===== config.mk =====
export PLATFORM = sky130hd
export DESIGN_NAME = alu_mc
export DESIGN_NICKNAME = d
export VERILOG_FILES = /design/src/rtl/alu_mc.sv
export SDC_FILE = /design/constraint.sdc
export NUM_CORES = 1
export LEC_CHECK = 0
export ABC_AREA = 1
export ABC_CLOCK_PERIOD_IN_PS = 5450
export CORE_UTILIZATION = 30
export CTS_BUF_LIST = sky130_fd_sc_hd__clkbuf_8
export DETAILED_ROUTE_END_ITERATION = 6
export PLACE_DENSITY_LB_ADDON = 0.25
export SKIP_CTS_REPAIR_TIMING = 1
export SLEW_MARGIN = 20
export SYNTH_ARGS = -nofsm -noshare
export SYNTH_HDL_FRONTEND = slang
export SYNTH_SLANG_ARGS = --single-unit

===== constraint.sdc =====
create_clock -name clk_i -period 5.45 [get_ports clk_i]
set_input_delay 1.635 -clock clk_i [delete_from_list [all_inputs] [get_ports clk_i]]
set_output_delay 1.635 -clock clk_i [all_outputs]
set_load 0.02 [all_outputs]

===== src/rtl/alu_mc.sv =====
// Multi-cycle EX-stage ALU: logic/arith ops finish in one cycle, MUL and
// DIVU/REMU iterate for WIDTH cycles behind a valid/ready handshake.
module alu_mc #(
  parameter int WIDTH = 32,
  parameter int CNT_W = 6
) (
  input  logic             clk_i,
  input  logic             rst_i,
  input  logic             valid_i,
  output logic             ready_o,
  input  logic [WIDTH-1:0] data1_i,
  input  logic [WIDTH-1:0] data2_i,
  input  logic [2:0]       ALUCtrl_i,
  output logic             valid_o,
  output logic [WIDTH-1:0] data_o,
  output logic             zero_o
);

  localparam logic [0:0] ST_IDLE = 1'b0;
  localparam logic [0:0] ST_BUSY = 1'b1;

  localparam logic [2:0] OP_AND  = 3'b000;
  localparam logic [2:0] OP_OR   = 3'b001;
  localparam logic [2:0] OP_ADD  = 3'b010;
  localparam logic [2:0] OP_MUL  = 3'b011;
  localparam logic [2:0] OP_DIVU = 3'b100;
  localparam logic [2:0] OP_REMU = 3'b101;
  localparam logic [2:0] OP_SUB  = 3'b110;
  localparam logic [2:0] OP_SLT  = 3'b111;

  localparam logic [CNT_W-1:0] CNT_INIT = CNT_W'(WIDTH);

  // Handshake: a request transfers on a rising edge with valid_i && ready_o;
  // ready_o depends on state only; valid_o is a one-cycle result pulse.
  logic [0:0]       state_q, state_d;
  logic [CNT_W-1:0] cnt_q, cnt_d;
  logic [2:0]       op_q, op_d;
  logic [WIDTH-1:0] a_q, a_d;
  logic [WIDTH-1:0] b_q, b_d;
  logic [WIDTH-1:0] acc_q, acc_d;
  logic [WIDTH-1:0] data_q, data_d;
  logic             zero_q, zero_d;
  logic             valid_q, valid_d;

  logic             accept;
  logic             is_multi;
  logic [WIDTH-1:0] simple_res;
  logic [WIDTH-1:0] mul_acc_nxt;
  logic [WIDTH:0]   div_shift;
  logic [WIDTH-1:0] div_sub;
  logic             div_ge;
  logic [WIDTH-1:0] div_rem_nxt;
  logic [WIDTH-1:0] div_quo_nxt;
  logic [WIDTH-1:0] iter_res;

  assign ready_o  = (state_q == ST_IDLE);
  assign accept   = valid_i & ready_o;
  assign is_multi = (ALUCtrl_i == OP_MUL) | (ALUCtrl_i == OP_DIVU) |
                    (ALUCtrl_i == OP_REMU);

  always_comb begin
    simple_res = '0;
    case (ALUCtrl_i)
      OP_AND:  simple_res = data1_i & data2_i;
      OP_OR:   simple_res = data1_i | data2_i;
      OP_ADD:  simple_res = data1_i + data2_i;
      OP_SUB:  simple_res = data1_i - data2_i;
      OP_SLT:  simple_res = {{(WIDTH-1){1'b0}}, ($signed(data1_i) < $signed(data2_i))};
      default: simple_res = '0;
    endcase
  end

  // MUL: acc += a when b[0]; a shifts left, b shifts right.
  // DIV: acc is the partial remainder, a shifts the dividend out and the
  // quotient in. A zero divisor always "fits", giving all-ones / remainder A.
  assign mul_acc_nxt = b_q[0] ? (acc_q + a_q) : acc_q;
  assign div_shift   = {acc_q, a_q[WIDTH-1]};
  assign div_ge      = (div_shift >= {1'b0, b_q});
  assign div_sub     = WIDTH'(div_shift - {1'b0, b_q});
  assign div_rem_nxt = div_ge ? div_sub : div_shift[WIDTH-1:0];
  assign div_quo_nxt = {a_q[WIDTH-2:0], div_ge};

  always_comb begin
    iter_res = mul_acc_nxt;
    if (op_q == OP_DIVU)      iter_res = div_quo_nxt;
    else if (op_q == OP_REMU) iter_res = div_rem_nxt;
  end

  always_comb begin
    state_d = state_q;
    cnt_d   = cnt_q;
    op_d    = op_q;
    a_d     = a_q;
    b_d     = b_q;
    acc_d   = acc_q;
    data_d  = data_q;
    valid_d = 1'b0;
    if (state_q == ST_IDLE) begin
      if (accept) begin
        if (is_multi) begin
          state_d = ST_BUSY;
          cnt_d   = CNT_INIT;
          op_d    = ALUCtrl_i;
          a_d     = data1_i;
          b_d     = data2_i;
          acc_d   = '0;
        end else begin
          data_d  = simple_res;
          valid_d = 1'b1;
        end
      end
    end else begin
      cnt_d = cnt_q - 1'b1;
      if (op_q == OP_MUL) begin
        acc_d = mul_acc_nxt;
        a_d   = a_q << 1;
        b_d   = b_q >> 1;
      end else begin
        acc_d = div_rem_nxt;
        a_d   = div_quo_nxt;
      end
      if (cnt_q == CNT_W'(1)) begin
        state_d = ST_IDLE;
        data_d  = iter_res;
        valid_d = 1'b1;
      end
    end
    zero_d = ~|data_d;
  end

  always_ff @(posedge clk_i or negedge rst_i) begin
    if (!rst_i) begin
      state_q <= ST_IDLE;
      cnt_q   <= '0;
      op_q    <= '0;
      a_q     <= '0;
      b_q     <= '0;
      acc_q   <= '0;
      data_q  <= '0;
      zero_q  <= 1'b1;
      valid_q <= 1'b0;
    end else begin
      state_q <= state_d;
      cnt_q   <= cnt_d;
      op_q    <= op_d;
      a_q     <= a_d;
      b_q     <= b_d;
      acc_q   <= acc_d;
      data_q  <= data_d;
      zero_q  <= zero_d;
      valid_q <= valid_d;
    end
  end

  assign valid_o = valid_q;
  assign data_o  = data_q;
  assign zero_o  = zero_q;

endmodule


==> results of run 1 <==
-- cells in the final DEF, fill, tap and decap left out, types with 15 or more instances in the layout --
master              n
o21ai_0           120
clkbuf_8           19
o21bai_1           15
a21oi_1           119
dfrtp_1           138
o221ai_1           32
inv_1             601
o22ai_1            26
clkdlybuf4s50_1   103
o211ai_1           54
nand4_1            24
xor2_1             20
nand2_1          1165
nor3_1             22
ha_1              164
nand3_1           319
buf_4              46
nor2_1            272
-- synth_stat cells, drive strengths merged (7+ instances only) --
| cell type | count |
|---|---|
| a211oi | 7 |
| a21oi | 119 |
| a22oi | 11 |
| and2 | 9 |
| buf | 38 |
| clkbuf | 65 |
| dfrtp | 139 |
| ha | 164 |
| inv | 610 |
| nand2 | 1175 |
| nand3 | 323 |
| nand3b | 13 |
| nand4 | 24 |
| nor2 | 286 |
| nor3 | 24 |
| o211ai | 54 |
| o21ai | 122 |
| o21bai | 15 |
| o221ai | 32 |
| o22ai | 26 |
| or2 | 12 |
| xnor2 | 7 |
| xor2 | 20 |
-- layer usage --
| metal | routed length, µm | GRT usage [%] | up-vias | part of all wire [%] |
|---|---|---|---|---|
| met5 | 0 | 0 | - | 0 |
| met4 | 3390 | 10.6 | 0 | 4.1 |
| met3 | 4750 | 2.73 | 145 | 5.7 |
| met2 | 39900 | 45.0 | 778 | 48 |
| met1 | 35800 | 33.3 | 9980 | 43 |
| li1 | - | - | 10600 | - |
-- worst max-delay path, cell delays in order --
cell             delay, ns
clkdlybuf4s50_1       0.58
ha_1                  0.42
inv_1                 0.10
fa_1                  0.40
inv_1                 0.18
nand3_1               0.10
nand3_1               0.18
nand3_1               0.11
nand3b_1              0.28
nand2_1               0.14
nand2_1               0.09
nand2_1               0.05
nand3_1               0.07
nand3_1               0.11
a21oi_1               0.16
nand2_1               0.10
nor2_1                0.09
nand2_1               0.05
nor2_1                0.11
nand2_1               0.06
nor2_1                0.09
-- flip-flops by register name, summed over array words and instances (netlist names) --
| signal | count |
|---|---|
| a_q | 32 |
| acc_q | 32 |
| b_q | 32 |
| cnt_q | 6 |
| data_o | 32 |
| op_q | 3 |
| state_q | 1 |
| valid_o | 1 |
| zero_o | 1 |
-- metrics by stage --
step	util (%)	std cells
6_report	34.4	4248
5_1_grt	34.4	4248
4_1_cts	34.4	4247
3_5_place_dp	33.7	4215
3_3_place_gp	33.7	4215
2_1_floorplan	-	3331
-- path summary, 6_finish.rpt --
| kind | cells after the start | endpoint | slack [ns] |
|---|---|---|---|
| worst min-delay path | 1 | cnt_q[5] | 0.52 |
| worst max register to register | 17 | zero_o | 1.75 |
| max in group asynchronous | 2 | a_q[7] | 3.29 |
| worst max-delay path | 21 | zero_o | 0.76 |
| min in group asynchronous | 1 | acc_q[25] | 1.15 |
| worst min register to register | 1 | cnt_q[5] | 0.52 |
-- layout make-up --
cell class | count | area (µm²)
Fill cell | 7167 | 40600
Clock inverter | 13 | 165
Sequential cell | 140 | 3510
Clock buffer | 19 | 262
Multi-Input combinational cell | 2474 | 12600
Antenna cell | 1 | 2.50
Inverter | 614 | 2300
Tap cell | 837 | 1050
Timing Repair Buffer | 150 | 1390
-- power groups by stage --
stage / Clock, W / Combinational, W / Sequential, W
floorplan: 0 / 0.00411 / 0.00142
global placement: 0 / 0.00551 / 0.00160
detailed placement: 0 / 0.00552 / 0.00159
CTS: 0.000961 / 0.00555 / 0.00157
global route: 0.000999 / 0.00635 / 0.00161
finish: 0.000956 / 0.00560 / 0.00159
-- cells by family after synthesis --
group	count (synthesis)
flops	140
fa+ha+maj	168
xor+xnor	27
buf+inv	717
simple gates	1872
compound gates	406
mux	1
==> impl_results.html, run 1 <==
<table>
<tr><th>Metric</th><th>Value</th></tr>
<tr><th colspan="2">Clocking</th></tr>
<tr><td>Source-to-sink clock delay at the later pin of the worst-skew pair</td><td>0.51 ns</td></tr>
<tr><td>Number of buffers created by CTS</td><td>17</td></tr>
<tr><td>Clk sinks</td><td>140</td></tr>
<tr><td>TritonCTS clock tree</td><td>built</td></tr>
<tr><td>CTS clk-pin slew, worst paths</td><td>0.09 ns</td></tr>
<tr><td>Clock tree root driver cell</td><td>clkbuf_8</td></tr>
<tr><td>Number of buffers between clock root and the deepest sink</td><td>2</td></tr>
<tr><td># H-tree levels</td><td>4</td></tr>
<tr><th colspan="2">Synthesis</th></tr>
<tr><td>Synthesized flop and latch total</td><td>140</td></tr>
<tr><td>Dominant combinational cell family by area after synthesis</td><td>simple AND/OR/NAND/NOR gates</td></tr>
<tr><td>Share of Yosys cell area claimed by the top area cell type</td><td>23.2%</td></tr>
<tr><td>Cell count after synthesis</td><td>3331</td></tr>
<tr><td>Proportion of synthesized area in mux cells</td><td>0.0531%</td></tr>
<tr><td>Synth Area in Compound Gates</td><td>13.1%</td></tr>
<tr><td>Post-synth EDFFs</td><td>0</td></tr>
<tr><td>Async set-reset flop share out of synthesis</td><td>100%</td></tr>
<tr><td>Synth Flop Type</td><td>dfrtp_1</td></tr>
<tr><td>Arithmetic-cell share of the synthesized area counting full adders, half adders and majority gates</td><td>11.3%</td></tr>
<tr><td>Ranking of synthesized cells by area</td><td>nand2_1 (23%), dfrtp_1 (18%), inv_1 (12%)</td></tr>
<tr><td>Number of nets produced by synthesis</td><td>3569</td></tr>
<tr><td>Synthesis warning total</td><td>0</td></tr>
<tr><td>Netlist cell types</td><td>54</td></tr>
<tr><td>Parity-gate share of the synthesized area counting xor and xnor cells</td><td>1.25%</td></tr>
<tr><td>Leading area contributor after synthesis</td><td>nand2_1</td></tr>
<tr><td>Simple-Gate Fraction of Synth Area</td><td>41.1%</td></tr>
<tr><td>Proportion of synthesized chip area in sequential cells</td><td>18.6%</td></tr>
<tr><td>Post-Syn Area</td><td>0.0189 mm²</td></tr>
<tr><td>Average footprint of a synthesized cell</td><td>5.66 µm²</td></tr>
<tr><th colspan="2">Timing</th></tr>
<tr><td>Post-route setup slack</td><td>0.763 ns</td></tr>
<tr><td>Fin Clk Skew</td><td>0.0218 ns</td></tr>
<tr><td>Final min period</td><td>4.69 ns</td></tr>
<tr><td>Unrepaired setup endpoints after global routing</td><td>false</td></tr>
<tr><td>Maximum achievable frequency</td><td>213 MHz</td></tr>
<tr><td>Slew Viols, Final</td><td>0</td></tr>
<tr><td>Relative slew margins</td><td>27.0%</td></tr>
<tr><td>Post-route setup TNS</td><td>0 ns</td></tr>
<tr><td>Final period util</td><td>86.0%</td></tr>
<tr><td>Actual slew at the worst max-slew pin</td><td>1.09 ns</td></tr>
<tr><td>Worst hold slack</td><td>0.517 ns</td></tr>
<tr><td>Setup violators final</td><td>0</td></tr>
<tr><td>Number of endpoints with negative hold slack in the final report</td><td>0</td></tr>
<tr><th colspan="2">Finish</th></tr>
<tr><td>Area growth from synthesis to layout</td><td>13.0%</td></tr>
<tr><td>Share of layout cells above drive strength 1</td><td>3.87%</td></tr>
<tr><td>Total Nets Final</td><td>3635</td></tr>
<tr><td>Final Instance Area</td><td>0.0213 mm²</td></tr>
<tr><th colspan="2">Global routing</th></tr>
<tr><td>Initial antenna violation count</td><td>1</td></tr>
<tr><td>Global Route Usage Sum</td><td>26.2%</td></tr>
<tr><td>Grt ovf</td><td>0</td></tr>
<tr><td>Maximum number of pins on one net before global-route repair</td><td>81</td></tr>
<tr><td>Via count of the first global-routing pass</td><td>20600</td></tr>
<tr><td>Wire length of the first global-routing pass</td><td>125 mm</td></tr>
<tr><th colspan="2">Flow run</th></tr>
<tr><td>Max-cap violations</td><td>0</td></tr>
<tr><th colspan="2">Detailed routing</th></tr>
<tr><td>Number of DRC violations after detailed-routing iteration 0</td><td>1855</td></tr>
<tr><td>Count of nets left with antenna violations after detail routing</td><td>0</td></tr>
<tr><td>Post-route DRC violation count</td><td>0</td></tr>
<tr><td>Mean routed wirelength per cell</td><td>19.7 µm</td></tr>
<tr><td>Overall routed net length</td><td>83.8 mm</td></tr>
<tr><td>DR vias/cell</td><td>5.06</td></tr>
<tr><td>Vias</td><td>21500</td></tr>
<tr><td>Count of TritonRoute iterations in the first routing pass</td><td>5</td></tr>
<tr><th colspan="2">Hold path</th></tr>
<tr><td>Source of the worst hold timing path</td><td>cnt_q[5]</td></tr>
<tr><td>Hold WC Path Type</td><td>reg -&gt; reg</td></tr>
<tr><th colspan="2">Die</th></tr>
<tr><td>Std-Cell Rows</td><td>91</td></tr>
<tr><td>Total die area</td><td>0.0638 mm²</td></tr>
<tr><td>Height of the die</td><td>253 µm</td></tr>
<tr><td>Area of the core</td><td>0.0619 mm²</td></tr>
<tr><td>Chip Width</td><td>253 µm</td></tr>
<tr><td>Starting density of the core</td><td>30.4%</td></tr>
<tr><td>I/O Pins</td><td>105</td></tr>
<tr><th colspan="2">Placed design</th></tr>
<tr><td>Post-DP HPWL</td><td>68.7 mm</td></tr>
<tr><td>Area of placed instances</td><td>0.0209 mm²</td></tr>
<tr><td>I/O Buffers</td><td>104</td></tr>
<tr><td>Worst slack at placement</td><td>0.327 ns</td></tr>
<tr><td>Final GP Congestion</td><td>1.03</td></tr>
<tr><th colspan="2">Pwr</th></tr>
<tr><td>Logic pwr share</td><td>68.8%</td></tr>
<tr><td>Sw Pwr</td><td>0.00457 W</td></tr>
<tr><td>Worst IR Drop VDD</td><td>0.217 mV</td></tr>
<tr><td>Clock network power share</td><td>11.7%</td></tr>
<tr><td>Design Power</td><td>0.00815 W</td></tr>
<tr><td>Pleak</td><td>11.5 nW</td></tr>
<tr><td>Switching part of the total power</td><td>56.1%</td></tr>
<tr><td>Seq pwr share</td><td>19.5%</td></tr>
<tr><td>Power per standard cell area</td><td>383 mW/mm²</td></tr>
<tr><td>Power Internal</td><td>0.00358 W</td></tr>
<tr><th colspan="2">Setup path</th></tr>
<tr><td>Critical Path AT</td><td>5.12 ns</td></tr>
<tr><td>Kind of capture point of the worst setup path</td><td>register</td></tr>
<tr><td>Critical register-to-register path startpoint</td><td>acc_q[21]</td></tr>
<tr><td>Worst Setup SP</td><td>data2_i[0]</td></tr>
<tr><td>CP max FO</td><td>5</td></tr>
<tr><td>Critical setup path kind</td><td>in -&gt; reg</td></tr>
<tr><td>Critical path required time</td><td>5.89 ns</td></tr>
<tr><td>Critical Path Source Type</td><td>input port</td></tr>
<tr><th colspan="2">Outcome</th></tr>
<tr><td>Status</td><td>complete, no violations</td></tr>
</table>
(Power assumes the default switching activity.)
==> run 2, diff against run 1 <==
--- a/config.mk
+++ b/config.mk
@@ -10,7 +10,8 @@
 export CORE_UTILIZATION = 30
 export CTS_BUF_LIST = sky130_fd_sc_hd__clkbuf_8
 export DETAILED_ROUTE_END_ITERATION = 6
-export PLACE_DENSITY_LB_ADDON = 0.25
+export HOLD_SLACK_MARGIN = 0.02
+export PLACE_DENSITY_LB_ADDON = 0.2
 export SKIP_CTS_REPAIR_TIMING = 1
 export SLEW_MARGIN = 20
 export SYNTH_ARGS = -nofsm -noshare
==> impl_results.html, run 2 (same netlist as run 1, synthesis figures left out) <==
<table>
<tr><th>Metric</th><th>Value</th></tr>
<tr><th colspan="2">Outcome</th></tr>
<tr><td>Status</td><td>complete, no violations</td></tr>
<tr><th colspan="2">Die</th></tr>
<tr><td>Chip Width</td><td>253 µm</td></tr>
<tr><td>Height of the die</td><td>253 µm</td></tr>
<tr><td>Std-Cell Rows</td><td>91</td></tr>
<tr><td>Area of the core</td><td>0.0619 mm²</td></tr>
<tr><td>Total die area</td><td>0.0638 mm²</td></tr>
<tr><td>Starting density of the core</td><td>30.4%</td></tr>
<tr><td>I/O Pins</td><td>105</td></tr>
<tr><th colspan="2">Global routing</th></tr>
<tr><td>Maximum number of pins on one net before global-route repair</td><td>87</td></tr>
<tr><td>Global Route Usage Sum</td><td>26.5%</td></tr>
<tr><td>Initial antenna violation count</td><td>2</td></tr>
<tr><td>Via count of the first global-routing pass</td><td>20800</td></tr>
<tr><td>Wire length of the first global-routing pass</td><td>127 mm</td></tr>
<tr><td>Grt ovf</td><td>0</td></tr>
<tr><th colspan="2">Setup path</th></tr>
<tr><td>Capturing element of the worst setup path</td><td>zero_o</td></tr>
<tr><td>Critical setup path kind</td><td>in -&gt; reg</td></tr>
<tr><td>Kind of capture point of the worst setup path</td><td>register</td></tr>
<tr><td>CP max FO</td><td>9</td></tr>
<tr><td>Depth of the worst register-to-register path</td><td>22</td></tr>
<tr><td>Critical Path AT</td><td>5.14 ns</td></tr>
<tr><td>Critical register-to-register path startpoint</td><td>acc_q[1]</td></tr>
<tr><td>CP peak stage delay</td><td>0.54 ns</td></tr>
<tr><td>Reg-to-Reg End</td><td>zero_o</td></tr>
<tr><td>Critical Path Slowest Stage Cell</td><td>clkdlybuf4s50_1</td></tr>
<tr><td>Worst Setup SP</td><td>data1_i[11]</td></tr>
<tr><td>Critical Path Source Type</td><td>input port</td></tr>
<tr><td>Critical path required time</td><td>5.89 ns</td></tr>
<tr><td>List of cells traversed by the critical path</td><td>clkdlybuf4s50_1, inv_1, ha_1, o21ai_0, a21oi_1, nand3_1, o21ai_0, nand3b_1, a22oi_1, nand2_1, nor2_1, nand2_1, nor2_1, nand2_1, nor2_1</td></tr>
<tr><td>Register-to-register setup slack</td><td>1.70 ns</td></tr>
<tr><th colspan="2">Finish</th></tr>
<tr><td>Total Nets Final</td><td>3629</td></tr>
<tr><td>Area growth from synthesis to layout</td><td>12.7%</td></tr>
<tr><td>Fillcell total</td><td>7101</td></tr>
<tr><td>Most common cell after layout, fill and taps aside</td><td>nand2_1</td></tr>
<tr><td>Most used cells in the layout excluding fill and tap cells</td><td>nand2_1 (1165), inv_1 (601), nand3_1 (319)</td></tr>
<tr><td>Share of layout cells above drive strength 1</td><td>3.70%</td></tr>
<tr><th colspan="2">Detailed routing</th></tr>
<tr><td>Vias</td><td>21300</td></tr>
<tr><td>Post-route DRC violation count</td><td>0</td></tr>
<tr><td>Number of DRC violations after detailed-routing iteration 0</td><td>1935</td></tr>
<tr><td>DR vias/cell</td><td>5.01</td></tr>
<tr><td>Mean routed wirelength per cell</td><td>19.8 µm</td></tr>
<tr><td>Count of nets left with antenna violations after detail routing</td><td>0</td></tr>
<tr><td>Overall routed net length</td><td>84.0 mm</td></tr>
<tr><td>Count of TritonRoute iterations in the first routing pass</td><td>5</td></tr>
<tr><th colspan="2">Timing</th></tr>
<tr><td>Number of endpoints with negative hold slack in the final report</td><td>0</td></tr>
<tr><td>Setup violators final</td><td>0</td></tr>
<tr><td>Post-route setup TNS</td><td>0 ns</td></tr>
<tr><td>Actual slew at the worst max-slew pin</td><td>0.973 ns</td></tr>
<tr><td>Final min period</td><td>4.70 ns</td></tr>
<tr><td>Slew Viols, Final</td><td>0</td></tr>
<tr><td>Unrepaired setup endpoints after global routing</td><td>false</td></tr>
<tr><td>Post-route setup slack</td><td>0.751 ns</td></tr>
<tr><td>Maximum achievable frequency</td><td>213 MHz</td></tr>
<tr><td>Fin Clk Skew</td><td>0.0193 ns</td></tr>
<tr><td>Relative slew margins</td><td>35.0%</td></tr>
<tr><td>Final period util</td><td>86.2%</td></tr>
<tr><th colspan="2">Clocking</th></tr>
<tr><td>Clock tree root driver cell</td><td>clkbuf_8</td></tr>
<tr><td>CTS clk-pin slew, worst paths</td><td>0.09 ns</td></tr>
<tr><td>Clk sinks</td><td>140</td></tr>
<tr><td>Source-to-sink clock delay at the later pin of the worst-skew pair</td><td>0.51 ns</td></tr>
<tr><td>Number of buffers created by CTS</td><td>17</td></tr>
<tr><td>TritonCTS clock tree</td><td>built</td></tr>
<tr><td>Number of buffers between clock root and the deepest sink</td><td>2</td></tr>
<tr><td># H-tree levels</td><td>4</td></tr>
<tr><th colspan="2">Pwr</th></tr>
<tr><td>Sw Pwr</td><td>0.00458 W</td></tr>
<tr><td>Logic pwr share</td><td>68.9%</td></tr>
<tr><td>Power per standard cell area</td><td>382 mW/mm²</td></tr>
<tr><td>Worst IR Drop VDD</td><td>0.193 mV</td></tr>
<tr><td>Power Internal</td><td>0.00355 W</td></tr>
<tr><td>Pleak</td><td>11.5 nW</td></tr>
<tr><td>Seq pwr share</td><td>19.6%</td></tr>
<tr><td>Switching part of the total power</td><td>56.3%</td></tr>
<tr><td>Clock network power share</td><td>11.5%</td></tr>
<tr><th colspan="2">Placed design</th></tr>
<tr><td>Final GP Congestion</td><td>0.993</td></tr>
<tr><td>I/O Buffers</td><td>104</td></tr>
<tr><td>Worst slack at placement</td><td>0.303 ns</td></tr>
<tr><td>Post-DP HPWL</td><td>68.7 mm</td></tr>
<tr><th colspan="2">Flow run</th></tr>
<tr><td>Max-cap violations</td><td>0</td></tr>
<tr><th colspan="2">Hold path</th></tr>
<tr><td>Source of the worst hold timing path</td><td>cnt_q[5]</td></tr>
<tr><td>Hold WC Path Type</td><td>reg -&gt; reg</td></tr>
</table>
==> run 2: cell count changes in the layout (fill, tap and decap cells not counted), sizes merged <==
cell / previous run / this run
clkinv: 5 / 8
clkbuf: 19 / 17
clkinvlp: 5 / 3
buf: 47 / 41
==> run 2: critical path, delay by kind of cell <==
kind                     cells  cell delay (ns)
AO/OA/AOI/OAI                4             1.24
adder cells (fa/ha/maj)      1             0.49
AND/OR/NAND/NOR              8             1.09
buffers and inverters        2             0.67
==> run 2: how the worst min path moves through the flow <==
stage                     endpoint  slack, ns  cells after the start
after global placement    cnt_q[5]       0.49                      1
after detailed placement  cnt_q[5]       0.50                      1
after global routing      cnt_q[5]       0.58                      1
after floorplan           cnt_q[5]       0.45                      1
final                     cnt_q[5]       0.51                      1
after CTS                 cnt_q[5]       0.51                      1
==> run 2: cell type report <==
| type | count | area [µm²] | area share [%] |
|---|---|---|---|
| Multi-Input combinational cell | 2474 | 12600 | 59.4 |
| Clock buffer | 17 | 234 | 1.10 |
| Timing Repair Buffer | 144 | 1370 | 6.43 |
| Clock inverter | 14 | 170 | 0.801 |
| Tap cell | 837 | 1050 | 4.93 |
| Inverter | 614 | 2300 | 10.8 |
| Sequential cell | 140 | 3510 | 16.5 |
| Antenna cell | 1 | 2.50 | 0.0118 |
==> run 2: routing by layer <==
metal	share of wire, %	up-vias	global-route usage, %
met5	0.018	-	0
met4	3.7	2	10.1
met3	5.3	142	2.81
met2	47	695	44.5
met1	44	9823	34.8
li1	-	10600	-
==> run 2: stage by stage <==
step / std cells / area, µm² / utilization (%) / hold slack [ns] / power [W]
4_1_cts: 4240 / 21300 / 34.3 / 0.513 / 0.00809
3_5_place_dp: 4209 / 20800 / 33.7 / 0.499 / 0.00713
3_3_place_gp: 4209 / 20800 / 33.7 / 0.486 / 0.00715
2_1_floorplan: 3331 / 18900 / - / 0.453 / 0.00554
5_1_grt: 4241 / 21300 / 34.3 / 0.577 / 0.00896
6_report: 4241 / 21300 / 34.3 / 0.509 / 0.00813
==> run 2: power groups by stage <==
stage | combinational, W | clock (W) | sequential [W]
finish | 0.00560 | 0.000933 | 0.00160
floorplan | 0.00411 | 0 | 0.00142
global route | 0.00636 | 0.000983 | 0.00162
detailed placement | 0.00553 | 0 | 0.00160
CTS | 0.00556 | 0.000950 | 0.00158
global placement | 0.00554 | 0 | 0.00161
